==> src/rtl/hazard_ctrl.sv <==
// -----------------------------------------------------------------------------
// hazard_ctrl
//   Hazard/stall controller for the 5-stage MIPS pipeline. It decodes the
//   instruction in D and keeps a shadow pipeline of destination register and
//   Tnew for the E, M and W stages. From these it computes:
//     - the stall / E-bubble request (PC and D hold, E is loaded with a bubble)
//     - forwarding selects for the D-stage comparators, the E-stage ALU
//       inputs and the M-stage store data.
//
// Parameters:
//   W_FWD_D    1: D-stage selects may pick the W source (sel 3)
//              0: register file writes through internally, sel 3 never used
//
// Optional feature macro:
//   HAZARD_STALL_CNT_EN  builds a 32-bit wrapping stall-cycle counter;
//                        without it stall_cnt is tied to 0.
//
// Ports:
//   clk        in   1  clock
//   reset      in   1  synchronous, active-high reset
//   ir_d       in  32  instruction currently in D
//   stall      out  1  freeze PC and D register this cycle
//   ir_e_clr   out  1  E register loads a bubble at next edge (== stall)
//   fwd_rs_d   out  2  D rs source: 0 RF, 1 E (PC8_E), 2 M, 3 W
//   fwd_rt_d   out  2  D rt source, same encoding
//   fwd_rs_e   out  2  E rs source: 0 V1_E, 1 M, 2 W
//   fwd_rt_e   out  2  E rt source: 0 V2_E, 1 M, 2 W
//   fwd_rt_m   out  1  M store data: 0 pipelined value, 1 W
//   stall_cnt  out 32  stall-cycle counter
// -----------------------------------------------------------------------------
module hazard_ctrl #(
  parameter int unsigned W_FWD_D = 1
) (
  input  logic        clk,
  input  logic        reset,
  input  logic [31:0] ir_d,
  output logic        stall,
  output logic        ir_e_clr,
  output logic [1:0]  fwd_rs_d,
  output logic [1:0]  fwd_rt_d,
  output logic [1:0]  fwd_rs_e,
  output logic [1:0]  fwd_rt_e,
  output logic        fwd_rt_m,
  output logic [31:0] stall_cnt
);

  // Instruction fields
  logic [5:0] w_op, w_funct;
  logic [4:0] w_rs, w_rt, w_rd;
  assign w_op    = ir_d[31:26];
  assign w_rs    = ir_d[25:21];
  assign w_rt    = ir_d[20:16];
  assign w_rd    = ir_d[15:11];
  assign w_funct = ir_d[5:0];

  // The shamt field plays no part in hazard detection.
  logic w_unused_shamt;
  assign w_unused_shamt = ^ir_d[10:6];

  // Decoded view of the D instruction. A source register without a Tuse is
  // reported as register 0 so it can never match a producer.
  logic [4:0] w_dec_rs, w_dec_rt, w_dec_a3;
  logic [1:0] w_tuse_rs, w_tuse_rt, w_dec_tnew;

  always_comb begin
    // NOTE: every output of this block gets a default first, so no path
    // through the case statements can leave one unassigned and infer a latch.
    w_dec_rs   = 5'd0;
    w_dec_rt   = 5'd0;
    w_dec_a3   = 5'd0;
    w_tuse_rs  = 2'd0;
    w_tuse_rt  = 2'd0;
    w_dec_tnew = 2'd0;
    unique case (w_op)
      6'b000000: begin
        unique case (w_funct)
          6'b100001, 6'b100011: begin             // addu, subu
            w_dec_rs = w_rs; w_tuse_rs = 2'd1;
            w_dec_rt = w_rt; w_tuse_rt = 2'd1;
            w_dec_a3 = w_rd; w_dec_tnew = 2'd1;
          end
          6'b001000: begin                        // jr
            w_dec_rs = w_rs; w_tuse_rs = 2'd0;
          end
          default: ;                              // nop, unknown
        endcase
      end
      6'b001101: begin                            // ori
        w_dec_rs = w_rs; w_tuse_rs = 2'd1;
        w_dec_a3 = w_rt; w_dec_tnew = 2'd1;
      end
      6'b001111: begin                            // lui
        w_dec_a3 = w_rt; w_dec_tnew = 2'd1;
      end
      6'b100011: begin                            // lw
        w_dec_rs = w_rs; w_tuse_rs = 2'd1;
        w_dec_a3 = w_rt; w_dec_tnew = 2'd2;
      end
      6'b101011: begin                            // sw
        w_dec_rs = w_rs; w_tuse_rs = 2'd1;
        w_dec_rt = w_rt; w_tuse_rt = 2'd2;
      end
      6'b000100: begin                            // beq
        w_dec_rs = w_rs; w_tuse_rs = 2'd0;
        w_dec_rt = w_rt; w_tuse_rt = 2'd0;
      end
      6'b000011: begin                            // jal
        w_dec_a3 = 5'd31; w_dec_tnew = 2'd0;
      end
      default: ;                                  // j, unknown
    endcase
  end

  // Shadow pipeline
  logic [4:0] r_rs_e, r_rt_e, r_a3_e, r_rt_m, r_a3_m, r_a3_w;
  logic [1:0] r_tnew_e, r_tnew_m;
  logic       w_stall;

  // NOTE: sequential state uses non-blocking assignments so every register
  // samples the pre-edge value of its source, modelling real flops.
  always_ff @(posedge clk) begin
    if (reset) begin
      r_rs_e   <= '0; r_rt_e <= '0; r_a3_e <= '0; r_tnew_e <= '0;
      r_rt_m   <= '0; r_a3_m <= '0; r_tnew_m <= '0;
      r_a3_w   <= '0;
    end else begin
      if (w_stall) begin
        r_rs_e <= '0; r_rt_e <= '0; r_a3_e <= '0; r_tnew_e <= '0;
      end else begin
        r_rs_e   <= w_dec_rs;
        r_rt_e   <= w_dec_rt;
        r_a3_e   <= w_dec_a3;
        r_tnew_e <= w_dec_tnew;
      end
      r_rt_m   <= r_rt_e;
      r_a3_m   <= r_a3_e;
      r_tnew_m <= (r_tnew_e == 2'd0) ? 2'd0 : r_tnew_e - 2'd1;
      r_a3_w   <= r_a3_m;
    end
  end

  // Nearest-producer stall check for one source register. W always has
  // Tnew 0, so only E and M can stall, but a W match never reaches here
  // while a nearer E or M match exists.
  function automatic logic src_stall(input logic [4:0] r, input logic [1:0] t);
    if (r == 5'd0)         return 1'b0;
    else if (r == r_a3_e)  return r_tnew_e > t;
    else if (r == r_a3_m)  return r_tnew_m > t;
    else                   return 1'b0;
  endfunction

  // D-stage select: nearest match only; a not-ready nearest match reads the
  // RF value and relies on the stall to retry.
  function automatic logic [1:0] d_sel(input logic [4:0] r);
    if (r == 5'd0)         return 2'd0;
    else if (r == r_a3_e)  return (r_tnew_e == 2'd0) ? 2'd1 : 2'd0;
    else if (r == r_a3_m)  return (r_tnew_m == 2'd0) ? 2'd2 : 2'd0;
    else if (r == r_a3_w)  return (W_FWD_D != 0) ? 2'd3 : 2'd0;
    else                   return 2'd0;
  endfunction

  function automatic logic [1:0] e_sel(input logic [4:0] r);
    if (r == 5'd0)                                return 2'd0;
    else if (r == r_a3_m && r_tnew_m == 2'd0)     return 2'd1;
    else if (r == r_a3_w)                         return 2'd2;
    else                                          return 2'd0;
  endfunction

  assign w_stall  = src_stall(w_dec_rs, w_tuse_rs) | src_stall(w_dec_rt, w_tuse_rt);
  assign stall    = w_stall;
  assign ir_e_clr = w_stall;
  assign fwd_rs_d = d_sel(w_dec_rs);
  assign fwd_rt_d = d_sel(w_dec_rt);
  assign fwd_rs_e = e_sel(r_rs_e);
  assign fwd_rt_e = e_sel(r_rt_e);
  assign fwd_rt_m = (r_rt_m != 5'd0) && (r_a3_w == r_rt_m);

`ifdef HAZARD_STALL_CNT_EN
  logic [31:0] r_stall_cnt;
  always_ff @(posedge clk) begin
    if (reset)        r_stall_cnt <= '0;
    else if (w_stall) r_stall_cnt <= r_stall_cnt + 32'd1;
  end
  assign stall_cnt = r_stall_cnt;
`else
  assign stall_cnt = '0;
`endif

endmodule
==> config.mk <==
export PLATFORM = sky130hd
export DESIGN_NAME = hazard_ctrl
export DESIGN_NICKNAME = d
export VERILOG_FILES = /design/src/rtl/hazard_ctrl.sv
export SDC_FILE = /design/constraint.sdc
export NUM_CORES = 1
export LEC_CHECK = 0
export CAP_MARGIN = 20
export CORE_UTILIZATION = 53
export CTS_CLUSTER_SIZE = 40
export DETAILED_ROUTE_END_ITERATION = 7
export GPL_TIMING_DRIVEN = 0
export HOLD_SLACK_MARGIN = 0.15
export PLACE_DENSITY = 0.86
export SLEW_MARGIN = 25
export SYNTH_ARGS = -nofsm -noshare
export SYNTH_HDL_FRONTEND = slang
export SYNTH_SLANG_ARGS = --single-unit
==> constraint.sdc <==
create_clock -name clk -period 5.2 [get_ports clk]
set_input_delay 1.04 -clock clk [delete_from_list [all_inputs] [get_ports clk]]
set_output_delay 1.04 -clock clk [all_outputs]
set_load 0.1 [all_outputs]
# Yosys cells after proc, flatten, opt, wreduce, memory -nomap -nowiden
# Cells that the tools add are included.
# Widths: inputs -> output; s select.
# word_totals
word_cells	86
register_bits	34
# classes
bitwise_logic	1
addsub	1
magnitude_cmp	4
reduce_logical	20
n_mux	32
eq_ne	20
# ops
cell	n
$eq 5x5->1	11
$mux 2	15
$eq 6x6->1 const B	4
$logic_not 5->1	4
$pmux 5 s2	2
$eq 6x4->1 const B	3
$mux 5	3
$pmux 5 s3	1
$reduce_or 2->1	5
$reduce_or 3->1	3
$gt 2x2->1	4
$mux 1	8
$eq 6x2->1 const B	1
$eq 6x3->1 const B	1
$logic_not 6->1	1
$pmux 2 s3	1
$reduce_bool 5->1	1
$logic_not 2->1	2
$pmux 2 s2	1
$reduce_or 4->1	1
$logic_and 1x1->1	3
$pmux 1 s2	1
$sub 2x1->2 const B	1
$or 1x1->1	1

# Logic depth before layout (Yosys ltp)
# depth
ltp_word	10
depth_mapped	12

# Worst setup path before layout
# Ideal clock, no wire load.
# synth_path
path_kind	input -> output
startpoint	input port ir_d[29]
endpoint	output port fwd_rt_d[1]
n_path_buf	2
slack_ns	0.068
stages	9
arrival_ns	4.092
path_cell_list	buf_2 -> nor3b_1 -> a32oi_2 -> and2_1 -> buf_6 -> o32ai_1 -> nand4_1 -> or3_1 -> a21oi_1
# synth_via
elab_chain_len	8
# synth_lines
element	line_no	rtl
from (decl)	36	input logic [31:0] ir_d,
$eq 6x6->1 / $eq 6x3->1 (equally long branches)	74	unique case (w_op)
$reduce_or 2->1 (no source line)	-	
$pmux 5 s2 *	74	
$eq 5x5->1	158	else if (r == r_a3_w) return (W_FWD_D != 0) ? 2'd3 : 2'd0;
$mux 2	158	
$mux 2	157	else if (r == r_a3_m) return (r_tnew_m == 2'd0) ? 2'd2 : 2'd0;
$mux 2	156	else if (r == r_a3_e) return (r_tnew_e == 2'd0) ? 2'd1 : 2'd0;
$mux 2 *	155	if (r == 5'd0) return 2'd0;
to (decl)	40	output logic [1:0] fwd_rt_d,
# Every way passes the cells marked *; elsewhere a longest branch is shown, timed or not.

# Worst setup path after layout
# layout_path
startpoint	input port ir_d[31]
endpoint	output port fwd_rs_d[0]
# layout_via
elab_chain_len	8
# layout_lines
element	line_no	rtl
$eq 6x6->1 (tied with other cells)	74	
$reduce_or 4->1 (no source line)	-	
$pmux 5 s2 *	74	
$eq 5x5->1	158	
$mux 2	158	
$mux 2	157	
$mux 2	156	
$mux 2 *	155	
to (decl)	39	output logic [1:0] fwd_rs_d,
# Marked as above.

==> results_dict.tcl <==
set metrics [dict create \
    status "finished, final reports clean" \
    synth_warnings 0 \
    max_freq_mhz 201.3 \
    hold_class "reg2reg" \
    r2r_start "r_a3_m[3]" \
    drt-initial-drc-count 201 \
    worstPathMaxFanout 8 \
    clk_pin_slew_ns 0.07 \
    timing.final.hold_violations 0 \
    fillCellCount 453 \
    gp_congestion 0.9144 \
    final_core_util_pct 68.60 \
    avgSynthCellArea_um2 8.013 \
    routed_wirelength_mm 7.588 \
    h-tree-depth 2 \
    yosysSeqAreaShare_pct 23.53 \
    grt_max_degree 13 \
    critical_path.startpoint "ir_d[31]" \
    cts.sinks 34 \
    tightest_slew_ns 0.9613 \
    root_buffer "clkbuf_8" \
    finClkSkew_ns 0.006966 \
    yosys_register_bits 34 \
    maxCapViolCount 0 \
    multiInputGateArea_mm2 0.001929 \
    synthArstFlopShare_pct 0 \
    layout.nets 471 \
    postCtsHoldBufs 0 \
    setup_violations 0 \
    min_period_ns 4.967 \
    worst-setup-path-type "in2out" \
    ios 77 \
    fp.dieH_um 75.88 \
    grt_remaining_overflow 0 \
    num_antenna_cells 0 \
    grt_pass1_wl_mm 11.87 \
    start_util_pct 55.93 \
    crit_end "fwd_rs_d[0]" \
    reg2reg_to "r_a3_e[4]" \
    slew_headroom_pct 35.71 \
    place_hpwl_mm 5.728 \
    post-route-period-util_pct 95.51 \
    placed_cell_area_mm2 0.003407 \
    port_buffers 31 \
    fp.dieArea_mm2 0.005758 \
    fp-row-count 26 \
    grt_util_all_layers_pct 27.76 \
    drv_slew 0 \
    drt_first_pass_iters 5 \
    drc_errors 0 \
    ir_worst_vdd_mv 0.2805 \
    startpoint_type "input port" \
    avgRoutedWirePerCell_um 15.15 \
    leakage_nw 1.366 \
    seq_area_um2 680.7 \
    core_area_mm2 0.005172 \
    crit_required_ns 4.16 \
    cts_buffer_depth 2 \
    reg2reg_depth 9 \
    cts_buffers 5 \
    die_width_um 75.88 \
    via_per_inst 5.655 \
    stdcell_area_mm2 0.003548 \
    synth-main-ff-cell "dfxtp_1" \
    synthCells 361 \
    first_global_vias 2484 \
    cts_tree "built" \
    antenna_found_initial 0 \
    synth_area_mm2 0.002893 \
    drive_gt1_share_pct 16.94 \
    area_delta_synth_final_pct 22.66 \
    synth_cell_types 63 \
    p_per_area_mw_per_mm2 221.9 \
    grt_setup_unrepaired "true" \
    vias 2833 \
    synth_enable_flop_cells 0 \
    arrival_ns 3.93 \
    r2r_setup_slack_ns 2.58 \
    crit_path_end_kind "output pin" \
    ant_nets 0 \
    clkLatencyLatePin_ns 0.28 \
]
-- synthesized netlist by cell type (3+ instances only) --
cell type / instances / share of area, %
o32ai_1: 3 / 0.91
nor2_1: 33 / 4.3
buf_6: 3 / 1.2
xor2_1: 8 / 2.4
o22ai_1: 4 / 0.86
nand4_1: 10 / 2.2
a21oi_1: 10 / 1.7
ha_1: 7 / 3.0
dfxtp_1: 34 / 24
a211oi_1: 3 / 0.78
nor4b_1: 4 / 1.2
nand2_1: 11 / 1.4
xnor2_1: 29 / 8.8
clkbuf_1: 20 / 2.6
or3_1: 3 / 0.65
or4_1: 3 / 0.78
o21ai_0: 12 / 2.1
nor2b_1: 13 / 2.8
a31oi_1: 7 / 1.5
nand3b_1: 5 / 1.3
o21a_1: 3 / 0.78
nor3_1: 13 / 2.2
nor4_1: 16 / 3.5
inv_1: 13 / 1.7
a221oi_1: 8 / 2.4
nand2b_1: 8 / 1.7
buf_4: 34 / 8.8
-- metrics by stage --
step,std cells,worst slack [ns],hold WS [ns],power [mW],TNS (ns)
final,501,0.2332,0.4607,0.7875,0
after global routing,501,-0.02811,0.4706,0.8112,-0.02811
after CTS,501,-0.002336,0.4355,0.7835,-0.002336
after detailed placement,493,-0.9975,0.4325,0.4959,-3.840
after global placement,493,-0.9436,0.4219,0.4936,-3.701
after floorplan,392,0.06764,0.3975,0.4599,0
-- placed cells by master, fill, tap and decap left out, drive strengths merged, types with 7 or more instances in the layout --
cell,synthesis,layout
a31oi,7,7
inv,13,13
a21oi,12,12
nor4,17,17
xor2,8,8
nand2b,8,8
dfxtp,34,34
ha,7,7
clkdlybuf4s50,0,25
nand2,11,11
nor3,16,16
o21ai,13,13
nand4,11,11
xnor2,29,29
nor2b,13,13
clkbuf,20,27
a221oi,8,8
buf,39,43
nor2,33,33
conb,1,32
-- registers in the layout, summed over array words and instances, names as in the netlist --
register and cells:
r_a3_w 5, r_rt_e 5, r_rs_e 5, r_a3_m 5, r_a3_e 5, r_tnew_m 2
r_rt_m 5, r_tnew_e 2
-- report_power, final --
group	switching [mW]	internal (mW)	total (mW)
Clock	0.102	0.192	0.294
Sequential	0.00249	0.262	0.265
Combinational	0.167	0.0613	0.229
-- worst max-delay path, stage by stage --
cell and delay [ns]:
clkdlybuf4s50_1 0.63, and4bb_2 0.28, o21ai_2 0.28, o31a_1 0.35
o21ai_0 0.20, o211ai_1 0.29, nand4_1 0.20, o22ai_1 0.20
buf_2 0.45
-- layer usage --
metal / up-vias / GRT usage (%) / wire (µm)
li1: 1380 / - / -
met1: 1312 / 36.52 / 3198
met2: 133 / 48.67 / 3734
met3: 8 / 3.307 / 581
met4: 0 / 5.967 / 73
met5: - / 0 / 0
-- final cells by class --
cell class / count / share of cell area [%]
multi-input cells: 286 / 54.37
flip-flops and latches: 34 / 19.18
plain buffers: 59 / 10.54
repair buffers: 31 / 8.181
well taps: 70 / 2.468
clock buffers: 5 / 1.939
clock inverters: 3 / 1.939
inverters: 13 / 1.375
-- timing repair --
item,4_1_cts,5_1_grt
setup buffers,0,0
setup endpoints to repair,6,6
resized for setup,25,14
-- kinds of logic (layout without fill, tap and decap cells) --
group	count (synthesis)	count (layout)	share of synthesized area [%]
mux	3	3	1.298
compound gates	69	69	17.73
flops	34	34	23.53
other cells	1	32	0.1296
simple gates	138	138	28.50
buf+inv	72	111	14.58
xor+xnor	37	37	11.20
fa+ha+maj	7	7	3.028
-- worst min path at each step --
stage / startpoint / cells past startpoint / endpoint
floorplan: r_tnew_e[0] / 1 / r_tnew_m[0]
global placement: r_tnew_e[0] / 1 / r_tnew_m[0]
detailed placement: r_tnew_e[0] / 1 / r_tnew_m[0]
CTS: r_tnew_e[0] / 1 / r_tnew_m[0]
global route: r_tnew_e[0] / 1 / r_tnew_m[0]
finish: r_tnew_e[0] / 1 / r_tnew_m[0]
Power figures use the tool's default switching activity.
==> RTL edit (config.mk and constraints unchanged) <==
The option `HAZARD_STALL_CNT_EN` is turned on by a define.
--- a/src/rtl/hazard_ctrl.sv
+++ b/src/rtl/hazard_ctrl.sv
@@ -30,2 +30,4 @@
 // -----------------------------------------------------------------------------
+`define HAZARD_STALL_CNT_EN
+
 module hazard_ctrl #(
Function: changed (Yosys sat finds a counterexample within 4 cycles, from zero or initial values and one cycle with reset high).
==> RTL edit against the original RTL <==
  * Combinational power decreased by 54%
  * Global-route usage rose by 1.8 points
  * Sequential cell count rose by 32
  * Die area is 35% higher
  * Utilization up 0.94 points
  * Setup slack worse by 0.15 ns
  * Power grew 30%
  * Final area up 41%
  * Synthesized area is 36% higher
  * Routed wire length is 49% higher
  * Final cell count up 39%
  * Largest power group is now registers
==> RTL edit: results (changes against the original RTL) <==
outcome: "finished, final reports clean"
worst-r2r-setup-slack_ns: 2.13  # -0.45 ns
synth.area.top_cells: "dfxtp_1, a21oi_1, xnor2_1, o21ai_0, nor2_1"
critPathMaxFanout: 9  # +1
irDropWorstVdd_uv: 156  # -44%
grt_pass1_vias: 3779  # +52%
swShare_pct: 25.0  # -9.5 points
postLayoutCoreUtil_pct: 69.5  # +0.94 points
dpl_worst_slack_ns: -1.53  # -0.532 ns
io_buffers: 66  # +110%
finClkSkew_ns: 0.0118  # +0.00482 ns
crit_start: "ir_d[30]"
post_drt_wl_per_cell_um: 16.2  # +7.2%
synth_seq_area_share_pct: 33.5  # +10 points
layout.nets: 635  # +35%
arrival_ns: 4.07  # +0.14 ns
synth_xor_area_share_pct: 8.43  # -2.8 points
gp_congestion: 0.925  # +1.2%
clk_latency_ns: 0.34  # +0.06 ns
htreeDepth: 3  # +1
yosys-top-cells-count: "dfxtp_1, a21oi_1, nor2_1, o21ai_0"
dp_hpwl_um: 8030  # +40%
grt_first_pass_wirelength_um: 17600  # +48%
rr_worst_depth: 10  # +1
vias_per_cell: 6.16  # +8.9%
finalNonFillerCells: 695  # +39%
-- RTL edit: cell count changes in the layout (fill, tap and decap cells not counted), moves of 10 or more --
cell	change
o21ai_0	+23
clkdlybuf4s50_1	+31
nand2_1	+19
a21oi_1	+37
o31ai_1	+13
inv_1	+10
or4_1	+12
nand3_1	+14
buf_4	-27
dfxtp_1	+32
conb_1	-32
clkbuf_1	+12
-- RTL edit: timing repair --
action,4_1_cts,5_1_grt
endpoints found under the setup margin,6,4
pin swaps,1,2
hold buffers,0,0
gates resized for setup,37,7
hold endpoints to repair,0,0
gates cloned,0,0
buffers inserted,1,7
-- RTL edit: cell families after synthesis --
logic type	after synthesis
muxes	3
adders and majority gates	8
buffers and inverters	60
and+or+nand+nor	201
AOI/OAI and AO/OA	132
xor gates and xnor gates	38
DFF	66
-- RTL edit: power groups by stage --
stage / clock network, mW / logic, mW / registers (mW)
detailed placement: 0 / 0.103 / 0.521
CTS: 0.406 / 0.104 / 0.510
finish: 0.405 / 0.106 / 0.510
global route: 0.430 / 0.114 / 0.510
floorplan: 0 / 0.0636 / 0.521
global placement: 0 / 0.100 / 0.521
-- RTL edit: metal layers --
layer  up-vias  global-route usage, %  part of all wire (%)
li1       2011                      -                     -
met1      2040                   38.7                    43
met2       192                   46.9                    47
met3        36                   4.94                   6.7
met4         0                   15.4                   2.9
met5         -                      0                     0
-- RTL edit: worst max-delay path, delay by kind of cell --
kind	cells	cell delay, ns
buffers and inverters	6	1.12
adders and majority gates	1	0.23
and+or+nand+nor	3	0.92
AOI/OAI and AO/OA	4	0.74
-- RTL edit: cell type report --
type	count	area share, %
clock inverter	3	0.848
timing repair buffer	74	14.6
multi-input combinational	382	47.9
tap	99	2.47
buffer	35	3.32
inverter	25	1.87
clock buffer	11	2.62
sequential	66	26.3
